==> config.mk <==
export PLATFORM = sky130hd
export DESIGN_NAME = universal_register
export DESIGN_NICKNAME = d
export VERILOG_FILES = /design/src/rtl/ureg_pkg.sv /design/src/rtl/universal_register.sv
export SDC_FILE = /design/constraint.sdc
export NUM_CORES = 1
export LEC_CHECK = 0
export ABC_AREA = 1
export CORE_ASPECT_RATIO = 1.1
export CORE_UTILIZATION = 31
export CTS_CLUSTER_SIZE = 20
export DETAILED_ROUTE_END_ITERATION = 10
export GPL_TIMING_DRIVEN = 0
export SYNTH_ARGS = -nofsm -noshare
export SYNTH_HDL_FRONTEND = slang
export SYNTH_SLANG_ARGS = --single-unit
==> constraint.sdc <==
create_clock -name i_clk -period 1.8 [get_ports i_clk]
set_input_delay 0.36 -clock i_clk [delete_from_list [all_inputs] [get_ports i_clk]]
set_output_delay 0.36 -clock i_clk [all_outputs]
set_load 0.02 [all_outputs]
==> src/rtl/ureg_pkg.sv <==
// ureg_pkg: shared encodings for universal_register.
// Holds the mode encodings, the FSM state type and the state constants.
package ureg_pkg;

    // Operating mode applied in IDLE each cycle
    typedef enum logic [1:0] {
        MODE_HOLD = 2'b00,
        MODE_LOAD = 2'b01,
        MODE_SHL  = 2'b10,
        MODE_SHR  = 2'b11
    } ureg_mode_e;

    // Auto-shift sequencer state
    typedef logic [0:0] ureg_state_t;

    localparam ureg_state_t ST_IDLE = 1'b0;
    localparam ureg_state_t ST_AUTO = 1'b1;

    // Direction latched for an auto-shift sequence
    localparam logic DIR_LEFT  = 1'b0;
    localparam logic DIR_RIGHT = 1'b1;

    // True for the two shifting modes
    function automatic logic is_shift_mode(input logic [1:0] mode);
        return (mode == MODE_SHL) || (mode == MODE_SHR);
    endfunction

endpackage : ureg_pkg

==> src/rtl/universal_register.sv <==
// universal_register: parametrised data-holding / serialising stage.
// Lane-masked parallel load, serial shift left/right and an auto-shift
// sequencer (start -> N shifts -> done). Synchronous active-low reset.
// Optional build macro: UREG_PARITY_EN adds o_parity = ^o_data_out.
module universal_register
    import ureg_pkg::*;
#(
    parameter int              WIDTH   = 8,
    parameter int              LANE_W  = 8,
    parameter logic [WIDTH-1:0] RST_VAL = '0,
    localparam int             LANES   = WIDTH / LANE_W,
    localparam int             CW      = $clog2(WIDTH + 1)
) (
    input  logic              i_clk,
    input  logic              i_sync_rst,
    input  logic [1:0]        i_mode,
    input  logic [LANES-1:0]  i_lane_en,
    input  logic [WIDTH-1:0]  i_data_in,
    input  logic              i_ser_in,
    input  logic              i_start,
    input  logic [CW-1:0]     i_shift_n,
    output logic [WIDTH-1:0]  o_data_out,
    output logic              o_ser_out,
    output logic              o_busy,
    output logic              o_done
`ifdef UREG_PARITY_EN
    ,
    output logic              o_parity
`endif
);

    // Shift count saturates at the register width
    localparam logic [CW-1:0] W_MAX_CNT = CW'(WIDTH);
    localparam logic [CW-1:0] W_ONE     = CW'(1);

    logic [WIDTH-1:0] r_data;
    logic             r_ser;
    logic             r_done;
    logic             r_dir;
    ureg_state_t      r_state;
    logic [CW-1:0]    r_rem;

    logic [WIDTH-1:0] w_load_val;
    logic [WIDTH-1:0] w_shl_val;
    logic [WIDTH-1:0] w_shr_val;
    logic             w_shift_dir;
    logic [WIDTH-1:0] w_shift_val;
    logic             w_shift_out;
    logic [CW-1:0]    w_cnt;
    logic             w_start_seq;

    // Lane-masked load: disabled lanes keep their current contents
    for (genvar g = 0; g < LANES; g++) begin : g_lane
        assign w_load_val[g*LANE_W +: LANE_W] =
            i_lane_en[g] ? i_data_in[g*LANE_W +: LANE_W] : r_data[g*LANE_W +: LANE_W];
    end

    // Both shift candidates; the FSM picks one
    assign w_shl_val = {r_data[WIDTH-2:0], i_ser_in};
    assign w_shr_val = {i_ser_in, r_data[WIDTH-1:1]};

    // In AUTO the latched direction rules; otherwise the live mode does
    assign w_shift_dir = (r_state == ST_AUTO) ? r_dir : (i_mode == MODE_SHR);

    // Select shifted value and the bit that falls off the end
    always_comb begin
        w_shift_val = w_shl_val;
        w_shift_out = r_data[WIDTH-1];
        if (w_shift_dir == DIR_RIGHT) begin
            w_shift_val = w_shr_val;
            w_shift_out = r_data[0];
        end
    end

    assign w_cnt       = (i_shift_n > W_MAX_CNT) ? W_MAX_CNT : i_shift_n;
    assign w_start_seq = i_start && is_shift_mode(i_mode);

    // Register contents, serial output and sequencer state
    always_ff @(posedge i_clk) begin
        if (!i_sync_rst) begin
            r_data  <= RST_VAL;
            r_ser   <= 1'b0;
            r_done  <= 1'b0;
            r_dir   <= DIR_LEFT;
            r_state <= ST_IDLE;
            r_rem   <= '0;
        end else begin
            r_done <= 1'b0;
            case (r_state)
                ST_IDLE: begin
                    if (w_start_seq) begin
                        r_dir <= (i_mode == MODE_SHR);
                        if (w_cnt == '0) begin
                            // Empty sequence: report completion, touch nothing
                            r_done <= 1'b1;
                        end else begin
                            // The start edge performs shift 1
                            r_data <= w_shift_val;
                            r_ser  <= w_shift_out;
                            if (w_cnt == W_ONE) begin
                                r_done <= 1'b1;
                            end else begin
                                r_state <= ST_AUTO;
                                r_rem   <= w_cnt - W_ONE;
                            end
                        end
                    end else begin
                        case (i_mode)
                            MODE_LOAD: r_data <= w_load_val;
                            MODE_SHL, MODE_SHR: begin
                                r_data <= w_shift_val;
                                r_ser  <= w_shift_out;
                            end
                            default: ;
                        endcase
                    end
                end
                ST_AUTO: begin
                    // Inputs other than ser_in are ignored until the last shift
                    r_data <= w_shift_val;
                    r_ser  <= w_shift_out;
                    r_rem  <= r_rem - W_ONE;
                    if (r_rem == W_ONE) begin
                        r_state <= ST_IDLE;
                        r_done  <= 1'b1;
                    end
                end
                default: r_state <= ST_IDLE;
            endcase
        end
    end

    assign o_data_out = r_data;
    assign o_ser_out  = r_ser;
    assign o_busy     = (r_state == ST_AUTO);
    assign o_done     = r_done;

`ifdef UREG_PARITY_EN
    assign o_parity = ^r_data;
`endif

endmodule : universal_register

==> flow_summary.ini, run 1 <==
[outcome]
status = finished, final reports clean

[synth]
ys_ff_latch = 16
yosys_warnings = 0
synth_nets = 226
ys_seq_area_share_pct = 26.6
yosysTopAreaCell = dfxtp_1
avgSynthCellArea_sq_um = 5.97
ys_types = 21
synthTopCellsByArea = dfxtp_1 27%, nand2_1 24%, inv_1 13%, nand3_1 8.3%, a21oi_2 5.8%
netlist_area_sq_um = 1210
syn_inst = 202
netlist.area_leader.share_pct = 26.6

[route]
vias = 1250
postRouteWirelength_mm = 2.76
viasPerCell = 4.34
ant_nets = 0
drt_first_iter_violations = 37
wl_per_cell_microns = 9.57
drc = 0
drt_pre_antenna_iters = 4

[power_and_ir_drop]
pwr-share-clk_pct = 27.9
cellPowerDensity_nw_per_um2 = 701
finalPower_mw = 1.17
pwr-share-seq_pct = 35.4
pwr-share-comb_pct = 36.6
switching_share_pct = 34.2
power_switching_uw = 400
peakVddDrop_mv = 0.297
p_leak_nw = 0.863
p_int_uw = 769

[worst_setup_path]
path_max_fanout = 4
cp-start-kind = primary input
cp-end-kind = flop
cp.arrival_ps = 1820
crit_type = in2reg
worstPathRequired_ps = 1940

[timing]
hold_ws_ps = 482
fmax_mhz = 597
clock_skew_ps = 3.35
setup_viol_count_final = 0
rsz0062_at_grt = no
period_share_pct = 93.1
hold_viol_final = 0
slew_headroom_pct = 70.0
worst_slew_pin_slew_ps = 450
min_period_ps = 1680
finalMaxSlewViolations = 0

[cts]
cts_root_buffer = clkbuf_8
cts_buffers = 3
cts_sinks = 16
clk_latency_ps = 250
cts_htree_levels = 1
cts_hold_buf = 0
cts_tree = yes
clk_pin_slew_ps = 70
cts_buffer_depth = 2

[global_route]
globalRouteTotalUtil_pct = 15.2
grt_max_degree = 11
overflow = 0
grt_first_pass_wirelength_mm = 4.84
antenna_found_initial = 0
grt_pass1_vias = 1136

[finish]
final_cell_mix = 72 x nand2_1, 41 x inv_1, 25 x clkdlybuf4s50_1, 20 x nand3_1, 16 x dfxtp_1
n_antenna_cell = 0
area_delta_synth_final_pct = 38.2
drive_gt1_share_pct = 15.1
final_common_cell = nand2_1
final_nets = 263

[min_path]
hold_class = reg2reg

[placed_design]
io_buffers = 29
routabilityCongestion = 0.855
post-dp-hpwl_mm = 2.11

[floorplan]
dieArea_sq_um = 4140
fp.dieW_microns = 61.5
ios = 30
fp-row-count = 23
core_region_area_sq_um = 3680
start_util_pct = 32.7
fp.dieH_microns = 67.4

[run]
max-cap-violations = 0
## per-stage QoR
stage	setup TNS, ps	cells	area [sq um]	setup WS, ps	utilization [%]
final	0	288	1670	124	45.2
after global routing	0	288	1670	15.0	45.2
after floorplan	0	202	1210	122	-
after detailed placement	-7860	281	1560	-665	42.3
after CTS	0	287	1640	14.4	44.5
after global placement	-8050	281	1560	-678	42.3
## cells by family (layout without fill, tap and decap cells)
family | Yosys count | in the layout | synth area share, %
DFF | 16 | 16 | 26.6
buffers and inverters | 47 | 83 | 16.0
adders and majority gates | 5 | 5 | 5.19
and+or+nand+nor | 116 | 116 | 41.4
muxes | 1 | 1 | 0.830
xor gates and xnor gates | 1 | 1 | 0.726
AOI/OAI and AO/OA | 16 | 16 | 9.34
## power by group through the flow
stage          clock network [mW]  registers [mW]  logic (mW)
2_1_floorplan                   0           0.451       0.241
3_3_place_gp                    0           0.421       0.415
3_5_place_dp                    0           0.421       0.416
4_1_cts                     0.332           0.414       0.424
5_1_grt                     0.353           0.419       0.482
6_report                    0.327           0.414       0.428
## synthesized netlist by cell type
master,instances
nand2_1,78
xor2_1,1
ha_1,5
inv_1,41
nand3_1,20
nand2_4,1
inv_2,1
buf_6,1
nor2_4,3
nand3_2,1
nor2_1,12
o21ai_0,2
dfxtp_1,16
buf_4,1
a21boi_0,1
a21oi_2,8
clkbuf_1,1
inv_4,2
nor2_2,1
mux2i_1,1
a21oi_1,5
## state kept, by name (all words and copies together), names as in the netlist
register / cells
o_busy: 1
o_data_out: 8
o_done: 1
o_ser_out: 1
r_dir: 1
r_rem: 4
## timing repair
item	4_1_cts	5_1_grt
pin swaps	4	8
endpoints found under the setup margin	15	5
cloned	0	0
resized for setup	9	7
buffers inserted	2	1
## critical path, stage by stage
cell	delay (ps)
dlygate4sd2_1	300
nor2_1	130
nand2_2	70
a21boi_2	150
inv_1	80
ha_2	190
inv_1	60
nand2_2	70
nand2_2	70
nand2_2	70
nand2_2	100
inv_2	50
nor2_1	80
nor2_1	40
## final cells by class
cell class	instances	area, sq um
flip-flops and latches	16	320
repair buffers	32	315
clock buffers	4	55.1
multi-input cells	139	721
well taps	50	62.6
fillers	408	2020
plain buffers	3	22.5
inverters	44	170
## final timing paths
path / startpoint / to / slack, ps / cells past startpoint
worst max-delay path: i_shift_n[2] / r_rem[1]$_SDFFE_PN0P_ / 120 / 14
worst min-delay path: r_dir$_SDFFE_PN0P_ / r_dir$_SDFFE_PN0P_ / 480 / 2
worst max register to register: o_busy$_SDFF_PN0_ / o_data_out[4]$_SDFFE_PN0P_ / 480 / 8
worst min register to register: r_dir$_SDFFE_PN0P_ / r_dir$_SDFFE_PN0P_ / 480 / 2
## routing by layer
layer / share of wire (%) / GRT usage (%) / routed length [microns]
met1: 47 / 19.7 / 1300
met2: 49 / 26.9 / 1350
met3: 3.4 / 2.30 / 95
met4: 0.40 / 2.50 / 11
met5: 0 / 0 / 0
(Power assumes the default switching activity.)
==> run 2, diff against run 1 <==
--- a/config.mk
+++ b/config.mk
@@ -8,6 +8,7 @@
 export ABC_AREA = 1
 export CORE_ASPECT_RATIO = 1.1
 export CORE_UTILIZATION = 31
+export CTS_CLUSTER_DIAMETER = 120
 export CTS_CLUSTER_SIZE = 20
 export DETAILED_ROUTE_END_ITERATION = 10
 export GPL_TIMING_DRIVEN = 0
==> results of run 2 <==
No change in the layout: final DEF, timing and power equal those of run 1.
